[config.mk]
export PLATFORM = sky130hd
export DESIGN_NAME = pre_read_arb
export DESIGN_NICKNAME = d
export VERILOG_FILES = /design/src/rtl/pre_read_arb_pkg.sv /design/src/rtl/pre_read_arb_rr_pick.sv /design/src/rtl/pre_read_arb.sv
export SDC_FILE = /design/constraint.sdc
export NUM_CORES = 1
export LEC_CHECK = 0
export ABC_AREA = 1
export CAP_MARGIN = 15
export CORE_UTILIZATION = 25
export DETAILED_ROUTE_END_ITERATION = 6
export SYNTH_ARGS = -nofsm -noshare
export SYNTH_HDL_FRONTEND = slang
export SYNTH_SLANG_ARGS = --single-unit
[constraint.sdc]
create_clock -name clk_i -period 2 [get_ports clk_i]
set_clock_uncertainty 0.15 [all_clocks]
set_input_delay 0.3 -clock clk_i [delete_from_list [all_inputs] [get_ports clk_i]]
set_output_delay 0.3 -clock clk_i [all_outputs]
set_load 0.01 [all_outputs]
[src/rtl/pre_read_arb_pkg.sv]
// ============================================================================
// Module      : pre_read_arb_pkg
// Description : Shared state encodings and parameter limits for pre_read_arb.
// Revision    : 1.0 - initial release
// ============================================================================
`default_nettype none

package pre_read_arb_pkg;

    localparam int c_REQS_MAX    = 4;
    localparam int c_BURST_MAX   = 255;
    localparam int c_LATENCY_MAX = 3;
    localparam int c_BCNT_W      = 8;

    typedef logic [1:0] state_t;

    localparam state_t c_ST_IDLE  = 2'd0;
    localparam state_t c_ST_GRANT = 2'd1;
    localparam state_t c_ST_DRAIN = 2'd2;

endpackage

`default_nettype wire

[src/rtl/pre_read_arb_rr_pick.sv]
// ============================================================================
// Module      : pre_read_arb_rr_pick
// Description : Combinational round-robin select from a one-hot start pointer.
// Revision    : 1.0 - initial release
// ============================================================================
`default_nettype none

module pre_read_arb_rr_pick #(
    parameter int REQS = 2
) (
    input  logic [REQS-1:0] req,
    input  logic [REQS-1:0] ptr,
    output logic [REQS-1:0] gnt,
    output logic            any
);

    logic [REQS-1:0] w_hi;
    logic [REQS-1:0] w_hi_pick;
    logic [REQS-1:0] w_lo_pick;

    // Requests at or above the pointer win; otherwise wrap to the lowest one.
    assign w_hi      = req & ~(ptr - {{(REQS-1){1'b0}}, 1'b1});
    assign w_hi_pick = w_hi & (~w_hi + {{(REQS-1){1'b0}}, 1'b1});
    assign w_lo_pick = req & (~req + {{(REQS-1){1'b0}}, 1'b1});

    assign gnt = (|w_hi) ? w_hi_pick : w_lo_pick;
    assign any = |req;

endmodule

`default_nettype wire

[src/rtl/pre_read_arb.sv]
// ============================================================================
// Module      : pre_read_arb
// Description : Round-robin arbiter for the read side of a pre_read/BRAM pair,
//               with a latency-aligned per-requester valid/address tag.
// Revision    : 1.0 - initial release
// ============================================================================
`default_nettype none

module pre_read_arb
    import pre_read_arb_pkg::*;
#(
    parameter int REQS    = 2,
    parameter int ADDRESS = 9,
    parameter int BURST   = 8,
    parameter int LATENCY = 1
) (
    input  logic               clk_i,
    input  logic               reset_ni,
    input  logic [REQS-1:0]    req_i,
    input  logic               en_i,
    input  logic [ADDRESS-1:0] adr_i,
    output logic               rd_o,
    output logic [REQS-1:0]    gnt_o,
    output logic [REQS-1:0]    vld_o,
    output logic [ADDRESS-1:0] adr_o
);

    localparam int c_BURST = (BURST < 1) ? 1 : ((BURST > c_BURST_MAX) ? c_BURST_MAX : BURST);
    localparam int c_LAT   = (LATENCY < 1) ? 1 : ((LATENCY > c_LATENCY_MAX) ? c_LATENCY_MAX : LATENCY);
    localparam logic [c_BCNT_W-1:0] c_BURST_V    = c_BCNT_W'(c_BURST);
    localparam logic [c_BCNT_W-1:0] c_BURST_LAST = c_BCNT_W'(c_BURST - 1);

    state_t                r_state;
    state_t                w_state_nxt;
    logic [REQS-1:0]       r_gnt;
    logic [REQS-1:0]       r_ptr;
    logic [c_BCNT_W-1:0]   r_bcnt;
    logic [REQS-1:0]       w_pick;
    logic                  w_any;
    logic                  w_req_g;
    logic                  w_rd;
    logic                  w_pipe_busy;

    pre_read_arb_rr_pick #(
        .REQS (REQS)
    ) u_rr_pick (
        .req (req_i),
        .ptr (r_ptr),
        .gnt (w_pick),
        .any (w_any)
    );

    assign w_req_g = |(req_i & r_gnt);

    always_ff @(posedge clk_i or negedge reset_ni) begin
        if (!reset_ni) begin
            r_state <= c_ST_IDLE;
        end else begin
            r_state <= w_state_nxt;
        end
    end

    always_comb begin
        w_state_nxt = r_state;
        w_rd        = 1'b0;
        case (r_state)
            c_ST_IDLE: begin
                if (w_any) begin
                    w_state_nxt = c_ST_GRANT;
                end
            end
            c_ST_GRANT: begin
                w_rd = w_req_g && en_i && (r_bcnt != c_BURST_V);
                if (!w_req_g || (w_rd && (r_bcnt == c_BURST_LAST))) begin
                    w_state_nxt = c_ST_DRAIN;
                end
            end
            c_ST_DRAIN: begin
                if (!w_pipe_busy) begin
                    w_state_nxt = c_ST_IDLE;
                end
            end
            default: w_state_nxt = c_ST_IDLE;
        endcase
    end

    // Pointer is one-hot; bit 0 set means search starts at requester 0.
    always_ff @(posedge clk_i or negedge reset_ni) begin
        if (!reset_ni) begin
            r_gnt  <= '0;
            r_ptr  <= {{(REQS-1){1'b0}}, 1'b1};
            r_bcnt <= '0;
        end else begin
            case (r_state)
                c_ST_IDLE: begin
                    if (w_any) begin
                        r_gnt <= w_pick;
                    end
                end
                c_ST_GRANT: begin
                    if (w_rd) begin
                        r_bcnt <= r_bcnt + 1'b1;
                    end
                end
                c_ST_DRAIN: begin
                    if (!w_pipe_busy) begin
                        r_gnt  <= '0;
                        r_ptr  <= {r_gnt[REQS-2:0], r_gnt[REQS-1]};
                        r_bcnt <= '0;
                    end
                end
                default: ;
            endcase
        end
    end

    for (genvar i = 0; i < c_LAT; i++) begin : g_stage
        logic               r_v;
        logic [REQS-1:0]    r_g;
        logic [ADDRESS-1:0] r_a;
        logic               w_v_in;
        logic [REQS-1:0]    w_g_in;
        logic [ADDRESS-1:0] w_a_in;
        logic               w_busy;

        if (i == 0) begin : g_head
            assign w_v_in = w_rd;
            assign w_g_in = r_gnt;
            assign w_a_in = adr_i;
            assign w_busy = r_v;
        end else begin : g_tail
            assign w_v_in = g_stage[i-1].r_v;
            assign w_g_in = g_stage[i-1].r_g;
            assign w_a_in = g_stage[i-1].r_a;
            assign w_busy = r_v | g_stage[i-1].w_busy;
        end

        always_ff @(posedge clk_i or negedge reset_ni) begin
            if (!reset_ni) begin
                r_v <= 1'b0;
                r_g <= '0;
                r_a <= '0;
            end else begin
                r_v <= w_v_in;
                r_g <= w_g_in;
                r_a <= w_a_in;
            end
        end
    end

    assign w_pipe_busy = g_stage[c_LAT-1].w_busy;

    assign rd_o  = w_rd;
    assign gnt_o = r_gnt;
    assign vld_o = g_stage[c_LAT-1].r_v ? g_stage[c_LAT-1].r_g : '0;
    assign adr_o = g_stage[c_LAT-1].r_a;

endmodule

`default_nettype wire

# Yosys cells after proc, flatten, opt, wreduce, memory -nomap -nowiden
# Index checks and enable logic that the tools add are counted.
[word_totals]
register_bits = 26
latch_bits = 0
ramBits = 0
mem_bits_ro = 0
in_bits = 14
output_inout_bits = 14
wordCells = 54
memories = 0
[op_classes]
n_addsub = 4
multipliers = 0
div_mod_pow = 0
n_lt_le_gt_ge = 0
eq_ne = 8
shifts = 0
n_mux = 12
bitwise_logic = 8
reduce_logical = 15
[ops]
columns = ["cell", "count"]
rows = [
  ["$mux 8", 2],
  ["$pmux 8 s2", 1],
  ["$mux 2", 6],
  ["$reduce_and 3->1", 3],
  ["$add 8x1->8 const B", 1],
  ["$and 2x2->2", 4],
  ["$eq 8x3->1 const B", 1],
  ["$ne 8x4->1 const B", 1],
  ["$ne 2x2->1 const B", 3],
  ["$not 2->2", 3],
  ["$pmux 2 s3", 1],
  ["$reduce_or 2->1", 3],
  ["$add 2x1->2 const B", 2],
  ["$pmux 2 s2", 1],
  ["$reduce_bool 2->1", 2],
  ["$logic_and 1x1->1", 3],
  ["$eq 2x1->1 const B", 1],
  ["$eq 2x2->1 const B", 1],
  ["$logic_not 2->1", 1],
  ["$ne 2x1->1 const B", 1],
  ["$reduce_and 2->1", 1],
  ["$sub 2x1->2 const B", 1],
  ["$logic_not 1->1", 1],
  ["$logic_or 1x1->1", 1],
  ["2 further kinds", 2],
]

# Depth between registers and ports, before layout
# Gate-level depths: netlist (run 1).
[depth]
word_depth = 9
ltp_mapped = 9
mapped_depth_nobuf = 9

# By module
# Synthesis (run 1) repeated with hierarchy kept, for this count alone.
[hier_totals]
cells_unflattened = 135
hier_area_um2 = 1186.1
[by_module_without_submodules]
columns = ["mod", "n_inst", "cells_each", "area_each_um2", "seq_area_each_um2"]
rows = [
  ["pre_read_arb", 1, 128, 1154.9, 651.9],
  ["pre_read_arb_rr_pick", 1, 7, 31.3, 0.0],
]

# Least setup slack after synthesis (run 1)
# No wires, ideal clock.
[synth_timing]
kind = "flip-flop to output port"
startpoint = "reg r_bcnt[0]"
endpoint = "out rd_o"
arrival_time_ns = 1.059
required_ns = 1.550
path_slack_ns = 0.491
path_stages_with_launch = 8
n_path_buf = 0
cell_sequence = "dfrtp_1 inv_1 ha_1 nand2_1 nor2_1 nand2_1 nand3_4 inv_2"
[synth_between]
elab_chain_len = 3
[synth_rtl]
columns = ["item", "line_no", "rtl"]
rows = [
  ["from (decl)", "pre_read_arb.sv:37", "logic [c_BCNT_W-1:0] r_bcnt;"],
  ["from (signal assigned)", "pre_read_arb.sv:102", "r_bcnt <= r_bcnt + 1'b1;"],
  ["$ne 8x4->1", "pre_read_arb.sv:73", "w_rd = w_req_g && en_i && (r_bcnt != c_BURST_V);"],
  ["$logic_and 1x1->1", "pre_read_arb.sv:73", ""],
  ["$mux 1", "pre_read_arb.sv:66", "case (r_state)"],
  ["to (decl)", "pre_read_arb.sv:22", "output logic rd_o,"],
]
# Every way passes these cells.

# Final worst setup path (run 1)
[layout_timing]
startpoint = "in req_i[0]"
endpoint = "out rd_o"
[layout_between]
elab_chain_len = 5
[layout_rtl]
columns = ["item", "line_no", "rtl"]
rows = [
  ["from (decl)", "pre_read_arb.sv:19", "input logic [REQS-1:0] req_i,"],
  ["$and 2x2->2", "pre_read_arb.sv:53", "assign w_req_g = |(req_i & r_gnt);"],
  ["$reduce_or 2->1", "pre_read_arb.sv:53", ""],
  ["$logic_and 1x1->1 (2 in a row)", "pre_read_arb.sv:73", ""],
  ["$mux 1", "pre_read_arb.sv:66", ""],
]
# Every way passes these cells.

==> metrics.txt, run 1 <==
Final setup viols=0; Reg2Reg Depth=10; Fill cells=roughly 520; critical path class=input pin to output port; core area=4755 um^2; Slowest-stage cell, CP=clkdlybuf4s50_1; die height=72.60 um; Routed WL per cell=9.992 um; routed wire length=2.588 mm; CP endpoint kind=output port; Final Instance Count excl. Fillers=259; Synth area leader=dfrtp_1; crit path cell chain=clkdlybuf4s50_1, nand2_1, a21boi_2, nand3_4, inv_2, clkdlybuf4s15_1; vias per cell=4.116; Area contributors post-synth=dfrtp_1, nand2_1, inv_1; Die Span X=72.60 um; cts hold-fix bufs=0; Synthesized Nets=between 150 and 200; unique cell type count in the Yosys netlist=25; VDD IR-drop max=0.0004938 V; Max-Cap Viols=0; Final Hold Fails=0; Slew @ Worst Pin=0.3362 ns; Post-CTS Setup Repair Bufs=0; initial antenna violation count=0; DP HPWL=1.888 mm; routability cong.=0.8350; die area=5271 um^2; placed cell count=255; IO buf count=27; largest net degree at the start of global routing=27; CP top delay family=buffers and inverters; CTS tree=built; IO Count=28; Clock Root Buffer=clkbuf_8; Clock H-tree levels=1; Pwr Density=between 1000 and 1500 nW/um^2; Site Rows=25; Overall Global Routing Usage=between 10% and 20%; Rel. slew slack=77.58%; Initial DRT Pass Iterations=4; slack of the worst reg-to-reg path=0.46 ns; first-pass GRT wire length=4.540 mm; fin nets=approximately 210; final cycle utilization of the critical path=95.09%; Seq cells post-synth=26; crit path max fanout=2; vias in the first global route=997; antenna diode count=0; Syn Area/Cell=8.364 um^2; synthesized area=1246 um^2; final slew viol count=0; Leakage=0.0008596 uW; Area growth syn-to-layout=41.47%; CTS Buf Count=3; DRC=0; Vias=1066; clk slew on worst S/H paths=0.09 ns; Seq/Total Area, Yosys=52.31%; Initial Util=26.21%; status=finished clean; CTS Sinks=26; crit start category=input pin; Critical R2R Launch=r_bcnt[0]; Core Util, Final=37.08%; ratio of cells with drive above 1 in the final layout=15.63%; post-route ant nets=0; top cell type's share of synthesized area=50.20%; CTS max path bufs=2; max incr delay on CP=0.47 ns; final worst path period need=1.902 ns; Skew-Pair Late Insertion Delay=between 0.2 and 0.3 ns; Worst Path Required=1.55 ns; drt first-iter violations=60; FF/Latch Area=651.9 um^2; final setup TNS=0 ns; Synth Instances=149; area occupied by multi-input gates=505.5 um^2; CP Data Arrival Time=1.45 ns; Hold Path Class=input pin to asynchronous set/reset pin; GR Overflow Total=0; synth warn=0; worst r2r dst=r_bcnt[7]; Design Power=approximately 1800 uW; Fin Hold WS=0.2474 ns; WP buf/inv=3; RSZ-0062 raised after global routing=no; Max Clk Rate=525.8 MHz
## logic make-up after synthesis
family,after synthesis,share of synthesized area [%]
buf+inv,22,7.530
flops,26,52.31
compound gates,9,5.221
simple gates,89,32.23
xor+xnor,1,0.7029
fa+ha+maj,2,2.008
## metrics by stage
step	area, um^2	worst slack, ns
after global routing	1763	0.004054
after detailed placement	1687	-0.2291
after floorplan	1246	0.4908
final	1763	0.09813
after global placement	1687	-0.2062
after CTS	1757	0.02206
## registers in the layout, summed over array words and instances (netlist names)
register     cells
adr_o            9
g_stage.r_g      2
g_stage.r_v      1
gnt_o            2
r_bcnt           8
r_ptr            2
r_state          2
## worst reg2reg max path, stage by stage, from the launching register on
cell and delay, ns:
dfrtp_1 0.38, inv_1 0.06, ha_1 0.13, nand2_1 0.06, nor2_2 0.09, nand2_2 0.09, nand3_4 0.07, buf_4 0.18
nand2_4 0.10, nand2_1 0.09, nand2_1 0.05
## cell type report
type | instances | area share, %
Inverter | 20 | 4.258
Sequential cell | 26 | 36.98
Clock inverter | 1 | 1.703
Multi-Input combinational cell | 101 | 28.67
Tap cell | 67 | 4.755
Timing Repair Buffer | 41 | 21.29
Clock buffer | 3 | 2.342
## how the worst max path moves through the flow
stage,start,to,slack (ns),depth (start not counted)
after floorplan,r_bcnt[0],rd_o,0.49,7
after global placement,req_i[1],rd_o,-0.21,6
after detailed placement,req_i[1],rd_o,-0.23,6
after CTS,r_bcnt[0],rd_o,0.02,8
after global routing,req_i[1],rd_o,0.004,6
final,req_i[0],rd_o,0.1,6
## placed cells by master (no fill, tap or decap), types with 2 or more instances in the layout
cell and count:
ha_1 2, o21ai_2 2, nand2_1 46, clkdlybuf4s50_1 26, nand2_4 2, nor2_2 2
nor3b_1 2, inv_1 19, nor2_1 18, nand3_1 14, dfrtp_1 25, clkbuf_8 3
buf_4 14, o21ai_0 2
## what timing repair did
item,CTS,global route
gates cloned,0,0
pin swaps,0,1
gates resized for setup,1,3
setup endpoints to repair,1,1
## report_power, final
part / total [uW] / switching (uW) / internal, uW
combinational: 686 / 388 / 299
clock: 437 / 169 / 268
sequential: 700 / 58.8 / 642
total: 1820 / 615 / 1210
## cell usage after synthesis (all sizes together)
cell type / count
inv: 20
nand4: 1
nand3: 15
ha: 2
o31ai: 1
xor2: 1
a21boi: 2
nor3b: 2
o21ai: 5
nand2: 49
buf: 2
dfrtp: 25
nor3: 1
nor2: 21
o22ai: 1
dfstp: 1
## layer usage
layer | vias up | GRT usage [%] | wire length, um
met4 | 0 | 3.268 | 18
met3 | 2 | 3.315 | 133
met1 | 491 | 14.73 | 1236
met2 | 27 | 18.07 | 1200
li1 | 546 | - | -
met5 | - | 0 | 0
Note: power is estimated with default switching activity, not from simulation.
==> run 2: changes to the inputs <==
--- a/config.mk
+++ b/config.mk
@@ -5,10 +5,11 @@
 export SDC_FILE = /design/constraint.sdc
 export NUM_CORES = 1
 export LEC_CHECK = 0
-export ABC_AREA = 1
+export ABC_CLOCK_PERIOD_IN_PS = 2000
 export CAP_MARGIN = 15
 export CORE_UTILIZATION = 25
 export DETAILED_ROUTE_END_ITERATION = 6
+export PLACE_DENSITY = 0.45
 export SYNTH_ARGS = -nofsm -noshare
 export SYNTH_HDL_FRONTEND = slang
 export SYNTH_SLANG_ARGS = --single-unit
==> metrics.txt, run 2 <==
status=finished clean (unchanged); core area=4086 um^2 (was 4755 um^2); Final Hold Fails=0 (unchanged); largest family of logic cells by synthesized area=simple AND/OR/NAND/NOR gates (unchanged); RSZ-0062 raised after global routing=no (unchanged); Pwr Density=1041 nW/um^2 (was 1034 nW/um^2); Initial DRT Pass Iterations=4 (unchanged); IO Count=28 (unchanged); vias per cell=4.432 (was 4.116); Skew-Pair Late Insertion Delay=0.27 ns (about the same); initial antenna violation count=0 (unchanged); Synth area leader=dfrtp_1 (unchanged); CTS max path bufs=2 (unchanged); Core Util, Final=39.47% (was 37.08%); Synthesized Nets=109 (was 165); Final setup viols=0 (unchanged); synth warn=0 (unchanged); xor/xnor share of the synthesized area=1.617% (was 0.7028%); GR Overflow Total=0 (unchanged); top cell type's share of synthesized area=57.74% (was 50.20%); drt first-iter violations=96 (was 60); final setup TNS=0 ns (unchanged); Hold Path Class=input pin to asynchronous set/reset pin (unchanged); synthesized area=1084 um^2 (was 1246 um^2); max FFs per register=9 (unchanged); ratio of cells with drive above 1 in the final layout=22.14% (was 15.63%); slack of the worst reg-to-reg path=0.22 ns (was 0.46 ns); Seq/Total Area, Yosys=60.16% (was 52.31%); Routed WL per cell=12.65 um (was 9.992 um); Die Span X=67.84 um (was 72.60 um); crit start category=flip-flop (was input pin); Initial Util=26.52% (was 26.21%); CTS Sinks=26 (unchanged); Vias=842 (was 1066); async set-reset flop share out of synthesis=100.0% (unchanged); Max Clk Rate=520.9 MHz (was 525.8 MHz); Fill cells=420 (was 516); Area growth syn-to-layout=48.85% (was 41.47%); Clock Root Buffer=clkbuf_8 (unchanged); Worst Path Required=1.55 ns (about the same); post-route ant nets=0 (unchanged); die height=67.84 um (was 72.60 um); adder-cell share of the synthesized area=2.309% (was 2.008%); Max-Cap Viols=0 (unchanged); CTS tree=built (unchanged); combinational power share=33.6% (was 37.6%); first-pass GRT wire length=4.057 mm (was 4.540 mm); CP Data Arrival Time=1.47 ns (was 1.45 ns); Int Power=1188 uW (was 1208 uW); Overall Global Routing Usage=12.11% (was 11.26%); CP endpoint kind=output port (unchanged); die area=4602 um^2 (was 5271 um^2); Seq cells post-synth=26 (unchanged); final cycle utilization of the critical path=95.99% (was 95.09%); unique cell type count in the Yosys netlist=34 (was 25); commonest cells in the netlist=dfrtp_1, nand2_1, nor2_1 (was nand2_1, dfrtp_1, inv_1, nor2_1, nand3_1); sequential share of power=40.5% (was 38.4%); Synth Instances=93 (was 149); vias in the first global route=902 (was 997); most common cell in the netlist=dfrtp_1 (was nand2_1); DRC=0 (unchanged); Syn Area/Cell=11.65 um^2 (was 8.364 um^2); clk slew on worst S/H paths=0.09 ns (about the same); Leakage=0.0007097 uW (was 0.0008596 uW); VDD IR-drop max=0.0002699 V (was 0.0004938 V); Rel. slew slack=65.49% (was 77.58%); clock share of power=26.0% (was 24.0%); routability cong.=0.7276 (was 0.8350); largest net degree at the start of global routing=27 (unchanged); DP HPWL=1.780 mm (was 1.888 mm); most frequent cells in the layout=clkdlybuf4s50_1, dfrtp_1, buf_4 (was nand2_1, clkdlybuf4s50_1, dfrtp_1); Area contributors post-synth=dfrtp_1, nand2_1, mux2i_1 (was dfrtp_1, nand2_1, inv_1); sw frac=29.19% (was 33.75%); mux share of post-synthesis cell area=2.771% (was 0%); fin nets=157 (was 209); CTS Buf Count=3 (unchanged); final worst path period need=1.920 ns (was 1.902 ns); routed wire length=2.404 mm (was 2.588 mm); Compound-Gate Fraction of Synth Area=11.78% (was 5.221%); Most used DFF post-synth=dfrtp_1 (unchanged); IO buf count=27 (unchanged); critical path class=flip-flop to output port (was input pin to output port); antenna diode count=0 (unchanged); Site Rows=23 (was 25); simple-gate share of the synthesized area=19.52% (was 32.23%); Design Power=1678 uW (was 1823 uW); cts hold-fix bufs=0 (unchanged); Clock H-tree levels=1 (unchanged); crit path max fanout=2 (unchanged); leading cell type in the layout, fill and taps excluded=clkdlybuf4s50_1 (was nand2_1); final slew viol count=0 (unchanged); number of flops mapped to enable cells by yosys=0 (unchanged); Slew @ Worst Pin=0.5153 ns (was 0.3362 ns); P_sw=490.0 uW (was 615.4 uW)
==> run 2: cell types whose count changed after synthesis, sizes merged, moves of 3 or more <==
cell / change
inv: -17
mux2i: +3
nand2: -33
nand3: -14
nor2: -15
==> run 2: final timing paths <==
path	startpoint	endpoint	cells after the start
setup / recovery	r_bcnt[1]	rd_o	5
hold / removal	reset_ni	r_state[1]	2
setup reg to reg	r_bcnt[1]	r_bcnt[5]	7
hold reg to reg	r_ptr[0]	r_ptr[0]	2
max in group asynchronous	reset_ni	r_ptr[0]	2
min in group clk_i	adr_i[2]	adr_o[2]	1
==> run 2: power groups by stage <==
stage | combinational [uW] | sequential, uW | clock [uW]
detailed placement | 571 | 693 | 0
finish | 564 | 679 | 436
global placement | 564 | 687 | 0
floorplan | 242 | 724 | 0
CTS | 570 | 682 | 452
global route | 645 | 691 | 479
==> run 2: layer usage <==
layer | global-route usage [%] | vias to the layer above | share of wire (%)
li1 | - | 423 | -
met1 | 15.61 | 398 | 47
met2 | 19.43 | 16 | 48
met3 | 1.500 | 5 | 2.4
met4 | 7.031 | 0 | 2.3
met5 | 0 | - | 0
==> run 2: final cells by class <==
class / count / area [um^2] / share of cell area, %
clock buffer: 3 / 41.29 / 2.560
clock inverter: 1 / 30.03 / 1.862
inverter: 3 / 11.26 / 0.6982
multi-input combinational: 62 / 415.4 / 25.76
sequential: 26 / 651.9 / 40.42
tap: 50 / 62.56 / 3.879
timing repair buffer: 45 / 400.4 / 24.83
==> run 2: logic make-up (layout without fill, tap and decap cells) <==
logic type,after synthesis,count (layout)
compound gates,16,16
xor+xnor,2,2
fa+ha+maj,2,2
buf+inv,5,52
flops,26,26
mux,3,3
simple gates,39,39
==> run 2: through the flow <==
step	worst slack [ns]	instances	hold slack [ns]	cell area, um^2
floorplan	0.1124	93	-0.1456	1084
global placement	-0.2348	186	0.3068	1543
detailed placement	-0.2502	186	0.3213	1543
CTS	0.009876	190	0.2552	1609
global route	0.01625	190	0.2868	1613
finish	0.08015	190	0.2445	1613
==> run 2: what timing repair did <==
action                                  in CTS  in global routing
endpoints found under the setup margin       1                  1
pin swaps                                    0                  2
gates resized for setup                      4                  2
buffers inserted                             0                  0
endpoints found under the hold margin        0                  0
==> run 2: worst max-delay path: stages, from the launching register on <==
cell and delay, ns:
dfrtp_1 0.35, inv_1 0.06, ha_2 0.17, and3b_2 0.21
a211oi_4 0.24, buf_2 0.18
==> run 3: changes to the inputs <==
--- a/config.mk
+++ b/config.mk
@@ -9,7 +9,8 @@
 export CAP_MARGIN = 15
 export CORE_UTILIZATION = 25
 export DETAILED_ROUTE_END_ITERATION = 6
-export PLACE_DENSITY = 0.45
+export PLACE_DENSITY = 0.44
 export SYNTH_ARGS = -nofsm -noshare
 export SYNTH_HDL_FRONTEND = slang
+export SYNTH_HIERARCHICAL = 1
 export SYNTH_SLANG_ARGS = --single-unit
==> metrics.txt, run 3 <==
Fill cells=433 (was 420); CTS tree=built (unchanged); Final setup viols=2 (was 0); Most used DFF post-synth=dfrtp_1 (unchanged); Overall Global Routing Usage=11.99% (was 12.11%); Slowest-stage cell, CP=or4_4 (was dfrtp_1); CTS Sinks=26 (unchanged); Synth area leader=dfrtp_1 (unchanged); Rel. slew slack=76.82% (was 65.49%); drt first-iter violations=15 (was 96); most common cell in the netlist=dfrtp_1 (unchanged); WP buf/inv=2 (unchanged); Leakage=0.0007216 uW (was 0.0007097 uW); Synthesized Nets=112 (was 109); FF/Latch Area=651.9 um^2 (unchanged); Initial Util=26.81% (was 26.52%); status=finished, violations left (was finished clean); Synth Instances=96 (was 93); Slew @ Worst Pin=0.3445 ns (was 0.5153 ns); synthesized area=1111 um^2 (was 1084 um^2); die area=4715 um^2 (was 4602 um^2); Clock H-tree levels=1 (unchanged); CP Data Arrival Time=1.79 ns (was 1.47 ns); Area contributors post-synth=dfrtp_1, nand2_1, xnor2_1 (was dfrtp_1, nand2_1, mux2i_1); crit path max fanout=2 (unchanged); leading cell type in the layout, fill and taps excluded=clkdlybuf4s50_1 (unchanged); Clock Root Buffer=clkbuf_8 (unchanged); largest net degree at the start of global routing=27 (unchanged); IO Count=28 (unchanged); worst slack, placed=-0.3551 ns (was -0.2502 ns); Area growth syn-to-layout=45.61% (was 48.85%); Die Span X=68.67 um (was 67.84 um); Worst Path Required=1.55 ns (about the same); Syn Area/Cell=11.57 um^2 (was 11.65 um^2); Post-CTS Setup Repair Bufs=0 (unchanged); CP top delay family=simple AND/OR/NAND/NOR gates (was flip-flops); final cycle utilization of the critical path=112.1% (was 95.99%); final worst path period need=2.241 ns (was 1.920 ns); Final Worst Setup Slack=-0.2413 ns (was 0.08015 ns); fin nets=161 (was 157); first-pass GRT wire length=3.946 mm (was 4.057 mm); Hold Path Class=input pin to asynchronous set/reset pin (unchanged); CP endpoint kind=output port (unchanged); initial antenna violation count=0 (unchanged); area occupied by multi-input gates=432.9 um^2 (was 415.4 um^2); DRC=0 (unchanged); final slew viol count=0 (unchanged); RSZ-0062 raised after global routing=yes (was no); synth warn=6 (was 0); Site Rows=23 (unchanged); top cell type's share of synthesized area=56.31% (was 57.74%); routed wire length=2.300 mm (was 2.404 mm); antenna diode count=0 (unchanged); commonest cells in the netlist=dfrtp_1, nand2_1, nor2_1 (unchanged); Core Util, Final=39.04% (was 39.47%); max incr delay on CP=0.54 ns (was 0.35 ns); Skew-Pair Late Insertion Delay=0.27 ns (about the same); cts hold-fix bufs=0 (unchanged); crit start category=flip-flop (unchanged); Initial DRT Pass Iterations=4 (unchanged); vias per cell=4.464 (was 4.432); unique cell type count in the Yosys netlist=33 (was 34); clk slew on worst S/H paths=0.09 ns (about the same); routability cong.=0.7901 (was 0.7276); GR Overflow Total=0 (unchanged); number of flops mapped to enable cells by yosys=0 (unchanged); failing checks=setup timing; CTS Buf Count=3 (unchanged); Max-Cap Viols=0 (unchanged); VDD IR-drop max=0.0002282 V (was 0.0002699 V); Final Hold Fails=0 (unchanged); crit path cell chain=or4_4, or3_4, nand3_4, inv_2, buf_6 (was inv_1, ha_2, and3b_2, a211oi_4, buf_2); CTS max path bufs=2 (unchanged); IO buf count=27 (unchanged); async set-reset flop share out of synthesis=100.0% (unchanged); final setup TNS=-0.2697 ns (was 0 ns); post-route ant nets=0 (unchanged); Routed WL per cell=11.86 um (was 12.65 um); Seq cells post-synth=26 (unchanged); Pwr Density=937.6 nW/um^2 (was 1041 nW/um^2); DP HPWL=1.754 mm (was 1.780 mm); most frequent cells in the layout=clkdlybuf4s50_1, dfrtp_1, buf_4 (unchanged); vias in the first global route=911 (was 902); critical path class=flip-flop to output port (unchanged); Seq/Total Area, Yosys=58.67% (was 60.16%); core area=4144 um^2 (was 4086 um^2); die height=68.67 um (was 67.84 um); Vias=866 (was 842); ratio of cells with drive above 1 in the final layout=22.22% (was 22.14%); max FFs per register=9 (unchanged); Max Clk Rate=446.2 MHz (was 520.9 MHz)
[run 3: changes by cell type after synthesis, sizes merged, moves of 2 or more]
cell | previous run | this run
a32o | 2 | 0
xnor2 | 2 | 5
nand3 | 1 | 3
nand4 | 1 | 3
o31ai | 2 | 0
nand2 | 16 | 13
and3b | 2 | 0
nor2b | 0 | 3
nand3b | 2 | 0
inv | 3 | 5
or3 | 0 | 2
[run 3: logic make-up (layout without fill, tap and decap cells)]
family                     after synthesis  after routing  share of synthesized area [%]
xor gates and xnor gates                 5              5                          3.941
and+or+nand+nor                         44             44                          23.54
adders and majority gates                2              2                          2.252
AOI/OAI and AO/OA                       10             10                          6.082
muxes                                    3              3                          3.153
DFF                                     26             26                          58.67
buffers and inverters                    6             54                          2.365
[run 3: report_power, final]
group | leakage [uW] | internal (uW) | switching [uW] | total (uW)
clock network | 0.0000228 | 143 | 165 | 307
logic | 0.000369 | 289 | 257 | 546
registers | 0.000330 | 617 | 46.7 | 664
total | 0.000722 | 1050 | 468 | 1520
[run 3: worst paths after layout]
check | startpoint | endpoint | slack [ns] | cells after the start
max reg2reg | r_bcnt[4] | r_bcnt[1] | -0.03 | 5
min in group clk_i | adr_i[2] | adr_o[2] | 0.30 | 1
min | reset_ni | g_stage[0].r_g[0] | 0.24 | 2
min reg2reg | r_ptr[0] | r_ptr[0] | 0.32 | 2
max in group asynchronous | reset_ni | r_ptr[0] | 1.16 | 2
max | r_bcnt[4] | rd_o | -0.24 | 5
[run 3: metrics by stage]
stage	std cells	hold slack (ns)	cell area, um^2	total power (uW)
finish	194	0.2410	1618	1517
global route	194	0.2742	1618	1631
CTS	194	0.2469	1618	1553
detailed placement	190	0.3082	1572	1233
global placement	190	0.3021	1572	1225
floorplan	96	-0.1456	1111	930.0
[run 3: per-layer routing]
metal  routed length (um)  vias up  global-route usage [%]  part of all wire, %
met5                    0        -                       0                    0
met3                  139        5                   3.454                  6.0
met2                 1134       27                   21.08                   49
met1                  965      414                   12.63                   42
li1                     -      420                       -                    -
met4                   61        0                   7.031                  2.7
[run 3: cell type report]
cell class | count | area share [%]
clock buffers | 4 | 2.784
inverters | 5 | 1.160
multi-input cells | 64 | 26.76
flip-flops and latches | 26 | 40.29
well taps | 50 | 3.867
repair buffers | 45 | 25.14
[run 3: what timing repair did]
action | in CTS | in global routing
endpoints found under the setup margin | 2 | 2
cloned | 0 | 0
hold endpoints to repair | 0 | 0
pin swaps | 2 | 0
resized for setup | 6 | 0
